<file path="config.mk">
export PLATFORM = sky130hd
export DESIGN_NAME = exception_ctrl
export DESIGN_NICKNAME = d
export VERILOG_FILES = /design/src/rtl/exc_pkg.sv /design/src/rtl/exc_fifo.sv /design/src/rtl/exception_ctrl.sv
export SDC_FILE = /design/constraint.sdc
export NUM_CORES = 1
export LEC_CHECK = 0
export ABC_CLOCK_PERIOD_IN_PS = 9300
export BUFFER_PORTS_ARGS = -buffer_cell sky130_fd_sc_hd__buf_2
export CAP_MARGIN = 30
export CORE_AREA = 2 2 127 129
export CTS_CLUSTER_DIAMETER = 120
export DETAILED_ROUTE_END_ITERATION = 7
export DIE_AREA = 0 0 129 131
export PLACE_DENSITY = 0.75
export SLEW_MARGIN = 15
export SYNTH_ARGS = -nofsm -noshare
export SYNTH_HDL_FRONTEND = slang
export SYNTH_HIERARCHICAL = 1
export SYNTH_SLANG_ARGS = --single-unit
export TNS_END_PERCENT = 50
</file>
<file path="constraint.sdc">
create_clock -name clock -period 9.3 [get_ports clock]
set_input_delay 1.395 -clock clock [delete_from_list [all_inputs] [get_ports clock]]
set_output_delay 1.395 -clock clock [all_outputs]
set_load 0.01 [all_outputs]
</file>
<file path="src/rtl/exc_pkg.sv">
// Shared constants for the execute-stage exception/status unit.
// Holds opcode/func encodings and the cause-code enumeration.
// No logic, so there is no latency and no backpressure.
package exc_pkg;

   // Execute-stage opcode and ALU func encodings
   localparam logic [4:0] OP_ALU  = 5'b00000;
   localparam logic [4:0] OP_ADDI = 5'b00101;
   localparam logic [4:0] FN_ADD  = 5'b00000;
   localparam logic [4:0] FN_SUB  = 5'b00001;
   localparam logic [4:0] FN_MUL  = 5'b00110;
   localparam logic [4:0] FN_DIV  = 5'b00111;

   // Width of a raw cause code before zero-extension to DATA_W
   localparam int CODE_W = 3;

   typedef enum logic [CODE_W-1:0] {
      EXC_NONE = 3'd0,
      EXC_ADD  = 3'd1,
      EXC_ADDI = 3'd2,
      EXC_SUB  = 3'd3,
      EXC_MUL  = 3'd4,
      EXC_DIV  = 3'd5
   } exc_code_e;

endpackage

</file>
<file path="src/rtl/exc_fifo.sv">
// Generic synchronous FIFO with occupancy count.
// Latency: a push is visible at head on the cycle after the push edge.
// Backpressure: push is refused while full unless a pop happens in the same cycle; pop while empty is ignored.
//
// Ports:
//   clock, reset      rising-edge clock, async active-low reset
//   push, push_data   write request and data
//   pop               read request (advances head)
//   head              oldest entry (undefined content while empty)
//   full, empty       status flags
//   count             occupancy 0..DEPTH
module exc_fifo #(
   parameter int DATA_W = 32,
   parameter int DEPTH  = 4
) (
   input  logic                       clock,
   input  logic                       reset,
   input  logic                       push,
   input  logic [DATA_W-1:0]          push_data,
   input  logic                       pop,
   output logic [DATA_W-1:0]          head,
   output logic                       full,
   output logic                       empty,
   output logic [$clog2(DEPTH+1)-1:0] count
);

   localparam int PTR_W = $clog2(DEPTH);
   localparam int CNT_W = $clog2(DEPTH+1);

   logic [DATA_W-1:0] mem [DEPTH];
   logic [PTR_W-1:0]  wr_ptr;
   logic [PTR_W-1:0]  rd_ptr;
   logic              do_push;
   logic              do_pop;

   assign empty = (count == '0);
   assign full  = (count == CNT_W'(DEPTH));
   assign head  = mem[rd_ptr];

   // A pop frees a slot in the same cycle, so a full FIFO can still accept
   // a push when it is being drained on that edge.
   assign do_pop  = pop && !empty;
   assign do_push = push && (!full || do_pop);

   // DEPTH is a power of two, so the pointers wrap naturally.
   always_ff @(posedge clock or negedge reset) begin
      if (!reset) begin
         wr_ptr <= '0;
         rd_ptr <= '0;
         count  <= '0;
         for (int i = 0; i < DEPTH; i++) begin
            mem[i] <= '0;
         end
      end else begin
         if (do_push) begin
            mem[wr_ptr] <= push_data;
            wr_ptr      <= wr_ptr + 1'b1;
         end
         if (do_pop) begin
            rd_ptr <= rd_ptr + 1'b1;
         end
         case ({do_push, do_pop})
            2'b10:   count <= count + 1'b1;
            2'b01:   count <= count - 1'b1;
            default: count <= count;
         endcase
      end
   end

endmodule

</file>
<file path="src/rtl/exception_ctrl.sv">
// Execute-stage exception decode feeding a pending-cause FIFO drained to the $r30 status write port.
// Latency: cause detected in cycle N appears on status_en/status_writeReg in cycle N+1 when the FIFO was empty.
// Backpressure: codes wait in the FIFO until status_ack; a cause arriving while full with no pop is dropped and flagged.
//
// Ports:
//   clock, reset             rising-edge clock, async active-low reset
//   insn_valid, flush        execute-stage qualifiers (flush squashes the cause)
//   opcode, func_field       instruction decode fields
//   ovf, div0                ALU/multiplier overflow and divide-by-zero flags
//   status_ack               writeback accepted the current status write
//   clear_drop               clears the sticky dropped flag
//   status_en                status write request (FIFO non-empty)
//   status_writeReg          head cause code, 0 when empty
//   last_code                most recently acknowledged code
//   pending                  FIFO occupancy
//   dropped                  sticky lost-cause flag
module exception_ctrl
   import exc_pkg::*;
#(
   parameter int DATA_W    = 32,
   parameter int DEPTH     = 4,
   parameter int MULDIV_EN = 1
) (
   input  logic                       clock,
   input  logic                       reset,
   input  logic                       insn_valid,
   input  logic [4:0]                 opcode,
   input  logic [4:0]                 func_field,
   input  logic                       ovf,
   input  logic                       div0,
   input  logic                       flush,
   input  logic                       status_ack,
   input  logic                       clear_drop,
   output logic                       status_en,
   output logic [DATA_W-1:0]          status_writeReg,
   output logic [DATA_W-1:0]          last_code,
   output logic [$clog2(DEPTH+1)-1:0] pending,
   output logic                       dropped
);

   exc_code_e         cause;
   logic              cause_vld;
   logic [DATA_W-1:0] cause_word;
   logic [DATA_W-1:0] fifo_head;
   logic              fifo_full;
   logic              fifo_empty;
   logic              pop_fire;
   logic              drop_evt;

   // Cause decode. Each opcode/func pair checks only its own flag, so ovf on
   // a div or div0 on anything but a div never raises a cause.
   always_comb begin
      cause = EXC_NONE;
      if (insn_valid && !flush) begin
         if (opcode == OP_ALU) begin
            case (func_field)
               FN_ADD:  if (ovf) cause = EXC_ADD;
               FN_SUB:  if (ovf) cause = EXC_SUB;
               FN_MUL:  if ((MULDIV_EN != 0) && ovf)  cause = EXC_MUL;
               FN_DIV:  if ((MULDIV_EN != 0) && div0) cause = EXC_DIV;
               default: cause = EXC_NONE;
            endcase
         end else if (opcode == OP_ADDI) begin
            if (ovf) cause = EXC_ADDI;
         end
      end
   end

   assign cause_vld  = (cause != EXC_NONE);
   assign cause_word = {{(DATA_W-CODE_W){1'b0}}, cause};

   // Ack without a request is ignored because pop_fire needs a non-empty FIFO.
   assign pop_fire = status_ack && !fifo_empty;
   assign drop_evt = cause_vld && fifo_full && !pop_fire;

   exc_fifo #(
      .DATA_W (DATA_W),
      .DEPTH  (DEPTH)
   ) u_fifo (
      .clock     (clock),
      .reset     (reset),
      .push      (cause_vld),
      .push_data (cause_word),
      .pop       (pop_fire),
      .head      (fifo_head),
      .full      (fifo_full),
      .empty     (fifo_empty),
      .count     (pending)
   );

   assign status_en       = !fifo_empty;
   assign status_writeReg = fifo_empty ? '0 : fifo_head;

   // A new drop takes priority over clear_drop in the same cycle.
   always_ff @(posedge clock or negedge reset) begin
      if (!reset) begin
         last_code <= '0;
         dropped   <= 1'b0;
      end else begin
         if (pop_fire) begin
            last_code <= fifo_head;
         end
         if (drop_evt) begin
            dropped <= 1'b1;
         end else if (clear_drop) begin
            dropped <= 1'b0;
         end
      end
   end

endmodule

</file>
Word level (Yosys, flattened, before mapping)
Cells that the tools add are included.
{"block": "classes", "add_sub_neg": 4, "magnitude_cmp": 3, "n_eq_ne": 7, "mux": 19, "bitwise_logic": 2, "n_reduce_logical": 18}
{"op": "$bwmux 128", "count": 1}
{"op": "$mux 32", "count": 4}
{"op": "$bmux 32 s2", "count": 1}
{"op": "$demux 32 s2", "count": 1}
{"op": "$eq 5x3->1 const B", "count": 3}
{"op": "$mux 3", "count": 4}
{"op": "$pmux 3 s4", "count": 1}
{"op": "$logic_not 5->1", "count": 2}
{"op": "$logic_and 1x1->1", "count": 7}
{"op": "$ge 3x3->1 const B", "count": 2}
{"op": "$mux 2", "count": 3}
{"op": "$not 2->3", "count": 2}
{"op": "$pmux 3 s2", "count": 1}
{"op": "$eq 5x1->1 const B", "count": 1}
{"op": "$add 2x1->2 const B", "count": 2}
{"op": "$logic_not 1->1", "count": 4}
{"op": "$reduce_bool 2->1", "count": 2}
{"op": "$add 3x1->3 const B", "count": 1}
{"op": "$eq 3x3->1 const B", "count": 1}
{"op": "$logic_not 3->1", "count": 1}
{"op": "$lt 3x1->1 const B", "count": 1}
{"op": "$mux 1", "count": 3}
{"op": "$reduce_bool 3->1", "count": 1}
{"op": "$sub 3x1->3 const B", "count": 1}
{"op": "other kinds (3)", "count": 3}
{"block": "word_totals", "reg_bits": 168, "input_bits": 18, "output_inout_bits": 69, "wordCells": 62}

Depth between registers and ports, before layout
Gate-level depths: netlist of the first run.
{"block": "logic_depth", "depth_word": 8, "ltp_mapped": 13, "depth_no_buf": 11}

Hierarchy
The synthesis of the first run kept the hierarchy.
{"module": "exc_fifo", "n_inst": 1, "cells_per_inst": 349, "area_each_um2": 5973.2, "seq_area_each_um2": 3378.2}
{"module": "exception_ctrl", "n_inst": 1, "cells_per_inst": 132, "area_each_um2": 1615.3, "seq_area_each_um2": 825.8}

Worst setup path before layout of the first run
No wires, ideal clock.
{"block": "synth_path", "path_kind": "in2reg", "startpoint": "input port opcode[3]", "endpoint": "register u_fifo.count[2]", "setup_ps": 130, "t_arrival_ps": 3668, "t_required_ps": 9170, "slack_ps": 5502, "cell_stages": 11, "n_path_buf": 0, "path_cell_list": "or4b_4 > or4_4 > o21bai_4 > nand2b_1 > nand2b_1 > ha_1 > inv_1 > fa_1 > xor2_1 > nor2_1 > xor2_1"}
{"block": "synth_via", "elab_chain_len": 8, "elab_cells_between_ends": 11, "cone_classes": "3 x eq/ne; 4 x mux; 4 x reduce/logical"}
{"item": "start, declared", "line": "exception_ctrl.sv:27", "source": "input logic [4:0] opcode,"}
{"item": "$eq 5x3->1", "line": "exception_ctrl.sv:63", "source": "end else if (opcode == OP_ADDI) begin"}
{"item": "$mux 2", "line": "exception_ctrl.sv:63"}
{"item": "$mux 3 *", "line": "exception_ctrl.sv:55", "source": "if (opcode == OP_ALU) begin"}
{"item": "$mux 3 *", "line": "exception_ctrl.sv:54", "source": "if (insn_valid && !flush) begin"}
{"item": "$reduce_bool 3->1 *", "line": "exception_ctrl.sv:69", "source": "assign cause_vld = (cause != EXC_NONE);"}
{"item": "via cause_vld", "line": "exception_ctrl.sv:42", "source": "logic cause_vld;"}
{"item": "$logic_and 1x1->1 *", "line": "exc_fifo.sv:43", "source": "assign do_push = push && (!full || do_pop);"}
{"item": "$eq 2x1->1 or $eq 2x2->1 (tied branches)", "line": "exc_fifo.sv:62", "source": "case ({do_push, do_pop})"}
{"item": "$pmux 3 s2 or $reduce_bool 2->1 (tied branches)"}
{"item": "end signal, assigned", "line": "exc_fifo.sv:63", "source": "2'b10: count <= count + 1'b1;"}
{"item": "end signal, assigned", "line": "exc_fifo.sv:64", "source": "2'b01: count <= count - 1'b1;"}
{"item": "end signal, assigned", "line": "exc_fifo.sv:65", "source": "default: count <= count;"}
{"item": "end, declared", "line": "exc_fifo.sv:24", "source": "output logic [$clog2(DEPTH+1)-1:0] count"}
The timed path passes the listed nets; every way through them passes the cells marked *.
A chain may end at the register's enable or synchronous reset.

Final worst setup path of the first run
{"block": "layout_path", "startpoint": "register u_fifo.rd_ptr[0]", "endpoint": "output port status_writeReg[12]"}
{"block": "layout_via", "elab_chain_len": 5}
{"item": "start, declared", "line": "exc_fifo.sv:32", "source": "logic [PTR_W-1:0] rd_ptr;"}
{"item": "start signal, assigned", "line": "exc_fifo.sv:60", "source": "rd_ptr <= rd_ptr + 1'b1;"}
{"item": "$not 2->3 (implied by the code)", "line": "exc_fifo.sv:38", "source": "assign head = mem[rd_ptr];"}
{"item": "$bmux 32 s2", "line": "exc_fifo.sv:38"}
{"item": "$mux 32 (implied by the code) (2 in series)", "line": "exc_fifo.sv:38"}
{"item": "via fifo_head[12]", "line": "exception_ctrl.sv:44", "source": "logic [DATA_W-1:0] fifo_head;"}
{"item": "$mux 32", "line": "exception_ctrl.sv:92", "source": "assign status_writeReg = fifo_empty ? '0 : fifo_head;"}
{"item": "end, declared", "line": "exception_ctrl.sv:35", "source": "output logic [DATA_W-1:0] status_writeReg,"}
The timed path passes the listed nets, and every way through them passes these cells. The select of a mux whose other input is x is not followed.

==> results.txt, run 1 <==
The I/O pin count came out at 87. The critical path startpoint is u_fifo/rd_ptr[0]. The worst clock skew came out at ~8 ps. The final critical path takes up slightly above 40% of the cycle. The worst register-to-register path begins at u_fifo/count[1]. The floorplan step set the die height to roughly 130 um. The worst-case IR drop observed on VDD is 146 uV. The post-detailed-route via-to-cell ratio came out at about 4.9. The delay contributed by the slowest stage of the critical path is a little over 600 ps. The average size of a mapped cell came out at roughly 16 sq um. The required time of the critical path is 7910 ps. The number of H-tree levels is 4. The gate count of the mapped netlist came out at about 480. The capturing instance or port of the critical path is status_writeReg[12].

The sequential-to-total area share from yosys stat is a little under three fifths. Measured in cells, the most critical reg-to-reg path has a length of 11. Based on the critical path, the design can be clocked at up to around 260 MHz. The total wirelength of the detailed-routed design came out at approximately 15 mm. The class of the tightest hold or removal check is flop to flop. The total grt overflow came out at 0. The via count of the first global-routing pass came out at 4,906. Once placement completed, the tool counted placed cells totaling roughly 900. Dividing the detail-routed wire length by the instance count gives between 15 and 20 um. The capture instance of the worst register-to-register path is u_fifo/count[2]. The slowest stage of the critical path is the sky130_fd_sc_hd__mux4_2 cell. The critical path goes through buf_4, mux4_2, nor2b_1, buf_2.

The cts-stage hold buffer count came out at 0. The sequential group share of total power came out at 44.2%. The floorplan step set the die width to ~130 um. Yosys attributes the largest share of cell area to sky130_fd_sc_hd__dfrtp_1 55%, sky130_fd_sc_hd__mux2_2 23%, sky130_fd_sc_hd__mux4_2 9.5%. Counting flops with an async set or reset pin after synthesis yields a share of 100%. The number of clock buffers inserted by TritonCTS is 17. The count of port buffers added during placement came out at between 80 and 90. The flow ran to the end, and the final reports show no timing, DRC or antenna violations.

The post-synthesis sequential element count came out at ~170. The residual antenna-violating net count after detailed routing is 0. After floorplanning, the core was divided into 46 placement rows. The headroom to the max-slew limit is between 30% and 40%. The initial cell density of the core came out at 48.7%. Excluding fillers, the count of instances in the completed layout stands at 911.

The mapped cell area is between 7000 and 8000 sq um. Internal power comes to about 1400 uW. The violation count after the first detailed-routing iteration came out at about 220. The count of cells along the worst hold path came out at 1. The count of distinct cell types in the synthesized netlist is 32. The largest net degree at the start of global routing came out at 84.

For this design the total switching power over the nets is slightly above 500 uW. The worst-case register-to-register setup slack is 5880 ps. The fraction of final layout cells with drive strength greater than 1 is a little under half. The total negative setup slack came out at 0 ps. Among all cell types in the netlist, the one instantiated most often is sky130_fd_sc_hd__dfrtp_1.

The smallest clock period supported by the final layout is computed as between 3000 and 4000 ps. The post-synthesis to final-layout area growth came out at 23.4%. The area share of the largest cell type after synthesis is a little under three fifths. After floorplanning, the core was sized to cover approximately 16,000 sq um. The number of failing hold endpoints at the final stage came out at 0. The global placer's final weighted congestion is 0.811. At the pin with the least slew margin, the transition time is 932 ps. The count of TritonRoute iterations in the first routing pass is 4. The share of total power consumed by net switching came out at between 20 and 30%. The overall routing resource usage is 18.8%.

The critical path is of the flop to output pin type. The final setup violation count is 0. The combinational share of power is roughly 17%. The total number of vias is between 4,000 and 5,000.

STA classifies the critical path startpoint as a flop. The number of warnings printed during yosys synthesis is 6. The worst-case clock buffer depth is 2. For this design the ratio of total power to cell area is around 210 nW/um^2. The detailed placer's ending HPWL came out at between 9 and 10 mm. The max-slew violation total from the final report was 0. The worst setup path is captured at an output pin. The clock-pin slew of the registers on the worst-case setup and hold paths came out at about 60 ps.

The number of antenna repair diodes came out at 0. The DRC violation count after routing is 0. The fill cell total of the finished layout is around 1,200. The total setup buffers inserted after CTS is 0. The number of max-cap violations came out at 0.

Clock latency on the worst-skew pair, taken at its later pin, is 430 ps. The first global-routing pass estimated around 24 mm of wire. The net count of the finished layout is around 710.

The count of flip-flops with a built-in enable after synthesis came out at 0. The number of antenna violations at the first check in global routing came to 0. The data arrival time of the critical path is between 2000 and 2500 ps. Gates resized during post-CTS repair numbered 0. The synthesized design spends more area on one cell type than any other, namely sky130_fd_sc_hd__dfrtp_1. Setup repair after global routing left no endpoint under its margin.

The maximum fanout along the worst path came out at 23. TritonCTS built the clock tree. In the synthesized netlist the dominant register cell turns out to be sky130_fd_sc_hd__dfrtp_1.

After synthesis, the most frequently instantiated cells are 168 x sky130_fd_sc_hd__dfrtp_1, 156 x sky130_fd_sc_hd__mux2_2, 33 x sky130_fd_sc_hd__nor2b_1, 32 x sky130_fd_sc_hd__mux4_2, 12 x sky130_fd_sc_hd__buf_6. The share of power burned in the clock network came out at 38.7%. The floorplan die area came out at approximately 17,000 sq um. The total number of clock tree sinks came out at between 150 and 200. The leakage power is just under 0.005 uW.

The tree is rooted in a sky130_fd_sc_hd__clkbuf_16.
## flip-flops by register name (all words and copies together) (netlist names)
name / cells
u_fifo/wr_ptr: 2
u_fifo/count: 3
dropped: 1
u_fifo/rd_ptr: 2
last_code: 32
u_fifo/mem: 128
## power by group through the flow
stage / sequential [uW] / combinational (uW) / clock (uW)
after floorplan: 817 / 252 / 0
after global placement: 860 / 313 / 0
after detailed placement: 864 / 325 / 0
after CTS: 852 / 327 / 757
after global routing: 860 / 359 / 791
final: 850 / 328 / 745
## placed cells by master, fill, tap and decap left out, types with 4 or more instances in the layout
cell type / count
sky130_fd_sc_hd__buf_16: 4
sky130_fd_sc_hd__buf_2: 85
sky130_fd_sc_hd__bufinv_16: 4
sky130_fd_sc_hd__clkbuf_1: 4
sky130_fd_sc_hd__clkbuf_16: 17
sky130_fd_sc_hd__conb_1: 116
sky130_fd_sc_hd__dfrtp_1: 166
sky130_fd_sc_hd__ha_1: 5
sky130_fd_sc_hd__inv_1: 8
sky130_fd_sc_hd__mux2_1: 5
sky130_fd_sc_hd__mux2_2: 156
sky130_fd_sc_hd__mux4_2: 32
sky130_fd_sc_hd__nand2_1: 7
sky130_fd_sc_hd__nor2_4: 4
sky130_fd_sc_hd__nor2b_1: 33
sky130_fd_sc_hd__xor2_1: 4
## cell type report
class / count / area, sq um / area share (%)
Sequential cell: 168 / 4210 / 44.9
Clock buffer: 24 / 482 / 5.14
Inverter: 8 / 30.0 / 0.321
Tap cell: 216 / 270 / 2.89
Timing Repair Buffer: 95 / 609 / 6.51
Clock inverter: 7 / 141 / 1.51
Multi-Input combinational cell: 393 / 3630 / 38.7
## stage by stage
step / hold WS, ps / power, uW / setup WS, ps / utilization (%) / instance area [sq um]
floorplan: 475 / 1070 / 5500 / - / 8020
global placement: 469 / 1170 / 4860 / 55.1 / 8590
detailed placement: 482 / 1190 / 4790 / 55.7 / 8690
CTS: 497 / 1940 / 5240 / 59.7 / 9310
global route: 510 / 2010 / 5250 / 60.0 / 9370
finish: 492 / 1920 / 5430 / 60.0 / 9370
## routing by layer
layer / part of all wire, % / vias up / track usage (%)
li1: - / 2025 / -
met3: 3.7 / 26 / 4.97
met2: 51 / 93 / 32.9
met5: 0 / - / 0
met1: 43 / 2347 / 22.6
met4: 2.3 / 0 / 7.10
## critical path, delay by kind of cell, from the launching register on
kind                   cells  cell delay [ps]
buffers and inverters      2              650
muxes                      1              620
DFF                        1              610
and+or+nand+nor            1              160
## worst min-delay path by stage
stage / to / startpoint
after floorplan: u_fifo/mem[33] / u_fifo/mem[33]
after global placement: last_code[31] / last_code[31]
after detailed placement: last_code[29] / last_code[29]
after CTS: last_code[29] / last_code[29]
after global routing: last_code[29] / last_code[29]
final: last_code[31] / last_code[31]
## kinds of logic after synthesis
family / Yosys count / share of synthesized area, %
AO/OA/AOI/OAI: 5 / 0.759
XOR/XNOR: 7 / 0.808
adder cells (fa/ha/maj): 6 / 1.09
buffers and inverters: 35 / 3.00
flip-flops: 168 / 55.4
multiplexers: 195 / 33.7
other: 1 / 0.0494
AND/OR/NAND/NOR: 64 / 5.24
(Power assumes the default switching activity.)
==> inputs of run 2 (changes only) <==
--- a/config.mk
+++ b/config.mk
@@ -5,14 +5,14 @@
 export SDC_FILE = /design/constraint.sdc
 export NUM_CORES = 1
 export LEC_CHECK = 0
-export ABC_CLOCK_PERIOD_IN_PS = 9300
+export ABC_CLOCK_PERIOD_IN_PS = 3150
 export BUFFER_PORTS_ARGS = -buffer_cell sky130_fd_sc_hd__buf_2
 export CAP_MARGIN = 30
 export CORE_AREA = 2 2 127 129
 export CTS_CLUSTER_DIAMETER = 120
 export DETAILED_ROUTE_END_ITERATION = 7
 export DIE_AREA = 0 0 129 131
-export PLACE_DENSITY = 0.75
+export PLACE_DENSITY = 0.77
 export SLEW_MARGIN = 15
 export SYNTH_ARGS = -nofsm -noshare
 export SYNTH_HDL_FRONTEND = slang
==> constraint.sdc (replaced) <==
create_clock -name clock -period 3.15 [get_ports clock]
set_input_delay 0.4725 -clock clock [delete_from_list [all_inputs] [get_ports clock]]
set_output_delay 0.4725 -clock clock [all_outputs]
set_load 0.01 [all_outputs]
==> results.txt, run 2 (synthesis results as in run 1) <==
The completed layout was analyzed and its total power is about 5500 uW. The worst path setup slack after routing came out at between 300 and 400 ps. The placed instances occupy a cell area of 8760 sq um. The max-slew violation total from the final report was 0. The count of TritonRoute iterations in the first routing pass is 4. The run finished with clean final reports. The headroom to the max-slew limit is a little under two fifths. For this design the ratio of total power to cell area is slightly below 600 nW/um^2. The summed area of non-filler cells in the final layout is 9340 sq um.

Summed over all failing endpoints, the final setup total negative slack is 0 ps. The total number of vias came out at roughly 4,400. The number of max-cap violations came out at 0.

The CTS tree is yes. The DRC violation count after routing is 0. The die extent in y is around 130 um. The core region area is approximately 16,000 sq um. The maximum fanout along the worst path is 18. The number of flip-flops in the largest register came out at around 130.

The H-tree was split into 4 levels. The longest clock path from root to sink contains 2 buffers. u_fifo/mem holds more flip-flops than any other register. The wire length of the first global-routing pass is 24.6 mm. The via count of the first global-routing pass came out at ~4,800. The worst clock skew came out at about 7.5 ps. The clock-pin slew of the registers on the worst-case setup and hold paths is 60 ps. The final setup violation count came out at 0.

The detailed placer's ending HPWL is slightly below 10 mm. STA classifies the critical path startpoint as a flop. The fraction of final layout cells with drive strength greater than 1 is between 40% and 50%. The net count of the finished layout is 711. The post-detailed-route via-to-cell ratio came out at 4.83.

The initial cell density of the core came out at about half. The leakage power is 0.00490 uW. The clock period could shrink to 2800 ps. The tightest min-delay check is of the input pin to async pin type.

The transition time of the tightest slew-check pin is roughly 930 ps. The worst path uses between 80 and 90% of the clock period. Leaving out fill and tap cells, the most frequent cells in the layout are 166 x sky130_fd_sc_hd__dfrtp_1, 156 x sky130_fd_sc_hd__mux2_2, 116 x sky130_fd_sc_hd__conb_1, 85 x sky130_fd_sc_hd__buf_2, 33 x sky130_fd_sc_hd__nor2b_1. The total grt overflow is 0. In this run, the number of DRC markers left after iteration 0 of detailed routing was roughly 190.

The number of cells on the worst reg-to-reg path came out at 11. The tree is rooted in a sky130_fd_sc_hd__clkbuf_16. The number of gates resized after CTS is 0. The tree built by TritonCTS fans out to 168 sinks.

The maximum frequency from static timing analysis came out at approximately 360 MHz. The largest net degree at the start of global routing came out at slightly below 80. The number of failing hold endpoints at the final stage was 0. The floorplan row count came out at between 40 and 50. The number of antenna repair diodes came out at 0. The number of antenna violations at the first check in global routing is 0.

The combined flip-flop and latch cell area is between 4000 and 5000 sq um. The maximum ir drop on the vdd rail came out at roughly 510 uV. The total area of multi-input combinational cells came out at ~3600 sq um.

The startpoint identified for the worst register-to-register timing path is u_fifo/count[1]. Fill cells in the final layout number about 1,200. The data arrival time of the critical path is 2330 ps. The count of buffers added on input and output ports is between 80 and 90. The library cell used most frequently in the layout, excluding fill and tap cells, is sky130_fd_sc_hd__dfrtp_1. Measured along the x axis, the die boundary spans roughly 130 um.

The residual antenna-violating net count after detailed routing came out at 0. The worst setup path is of the flop to output pin kind. The required time of the critical path came out at approximately 2700 ps. The detailed-route wire length per cell is between 15 and 20 um.

The clock reaches the later pin of the worst-skew pair after about 430 ps. The capture instance of the worst register-to-register path is u_fifo/count[2]. The global placer's final weighted congestion came out at 0.833. The floorplan die area came out at around 17,000 sq um. The number of clock buffers inserted by TritonCTS is 17.

The cts-stage hold buffer count came out at 0. The total setup buffers inserted after CTS is 0. Setup slack on the worst reg-to-reg path comes out at roughly 700 ps. The post-synthesis to final-layout area growth came out at 23.1%. In the final layout, the registers with the most flip-flops are u_fifo/mem: 128 flops, last_code: 32 flops, u_fifo/count: 3 flops. The I/O pin count came out at 87. After detailed routing, the total wire length is 14.9 mm.

The overall routing resource usage is ~19%. Setup repair after global routing left no endpoint under its margin. Timing analysis after detailed placement gives a worst setup slack of ~74 ps. The worst setup path is captured at an output pin.
[run 2: final cells by class]
type	count	area share, %
Clock inverter	11	1.03
Tap cell	216	2.89
Multi-Input combinational cell	393	38.9
Sequential cell	168	45.0
Inverter	8	0.322
Timing Repair Buffer	99	6.66
Clock buffer	21	5.15
[run 2: how the worst max path moves through the flow]
stage / depth (start not counted) / end / from
3_5_place_dp: 12 / u_fifo/count[2] / opcode[3]
6_report: 4 / status_writeReg[29] / u_fifo/rd_ptr[0]
4_1_cts: 4 / status_writeReg[29] / u_fifo/rd_ptr[0]
5_1_grt: 4 / status_writeReg[29] / u_fifo/rd_ptr[0]
3_3_place_gp: 12 / u_fifo/count[2] / opcode[3]
2_1_floorplan: 13 / u_fifo/count[2] / u_fifo/count[0]
[run 2: metal layers]
metal	up-vias	wire [um]	global-route usage [%]
met2	74	7770	34.2
met3	16	486	5.09
met4	0	185	5.75
met1	2301	6470	23.4
met5	-	0	0
li1	2037	-	-
[run 2: through the flow]
stage               instances  utilization [%]  hold WS (ps)
floorplan                 596                -           177
global placement          884             56.2           471
global route              916             59.9           117
detailed placement        884             56.2           484
finish                    916             59.9          61.7
CTS                       916             59.9          85.2
[run 2: report_power, final]
group	leakage, uW	total [uW]	switching [uW]	internal [uW]
clock network	0.000285	2000	837	1170
logic	0.00229	957	460	497
registers	0.00232	2540	263	2280
[run 2: worst max-delay path, stage by stage (launching register included)]
cell                      delay [ps]
sky130_fd_sc_hd__dfrtp_2         760
sky130_fd_sc_hd__buf_4           280
sky130_fd_sc_hd__mux4_2          540
sky130_fd_sc_hd__nor2b_1         150
sky130_fd_sc_hd__buf_2           150
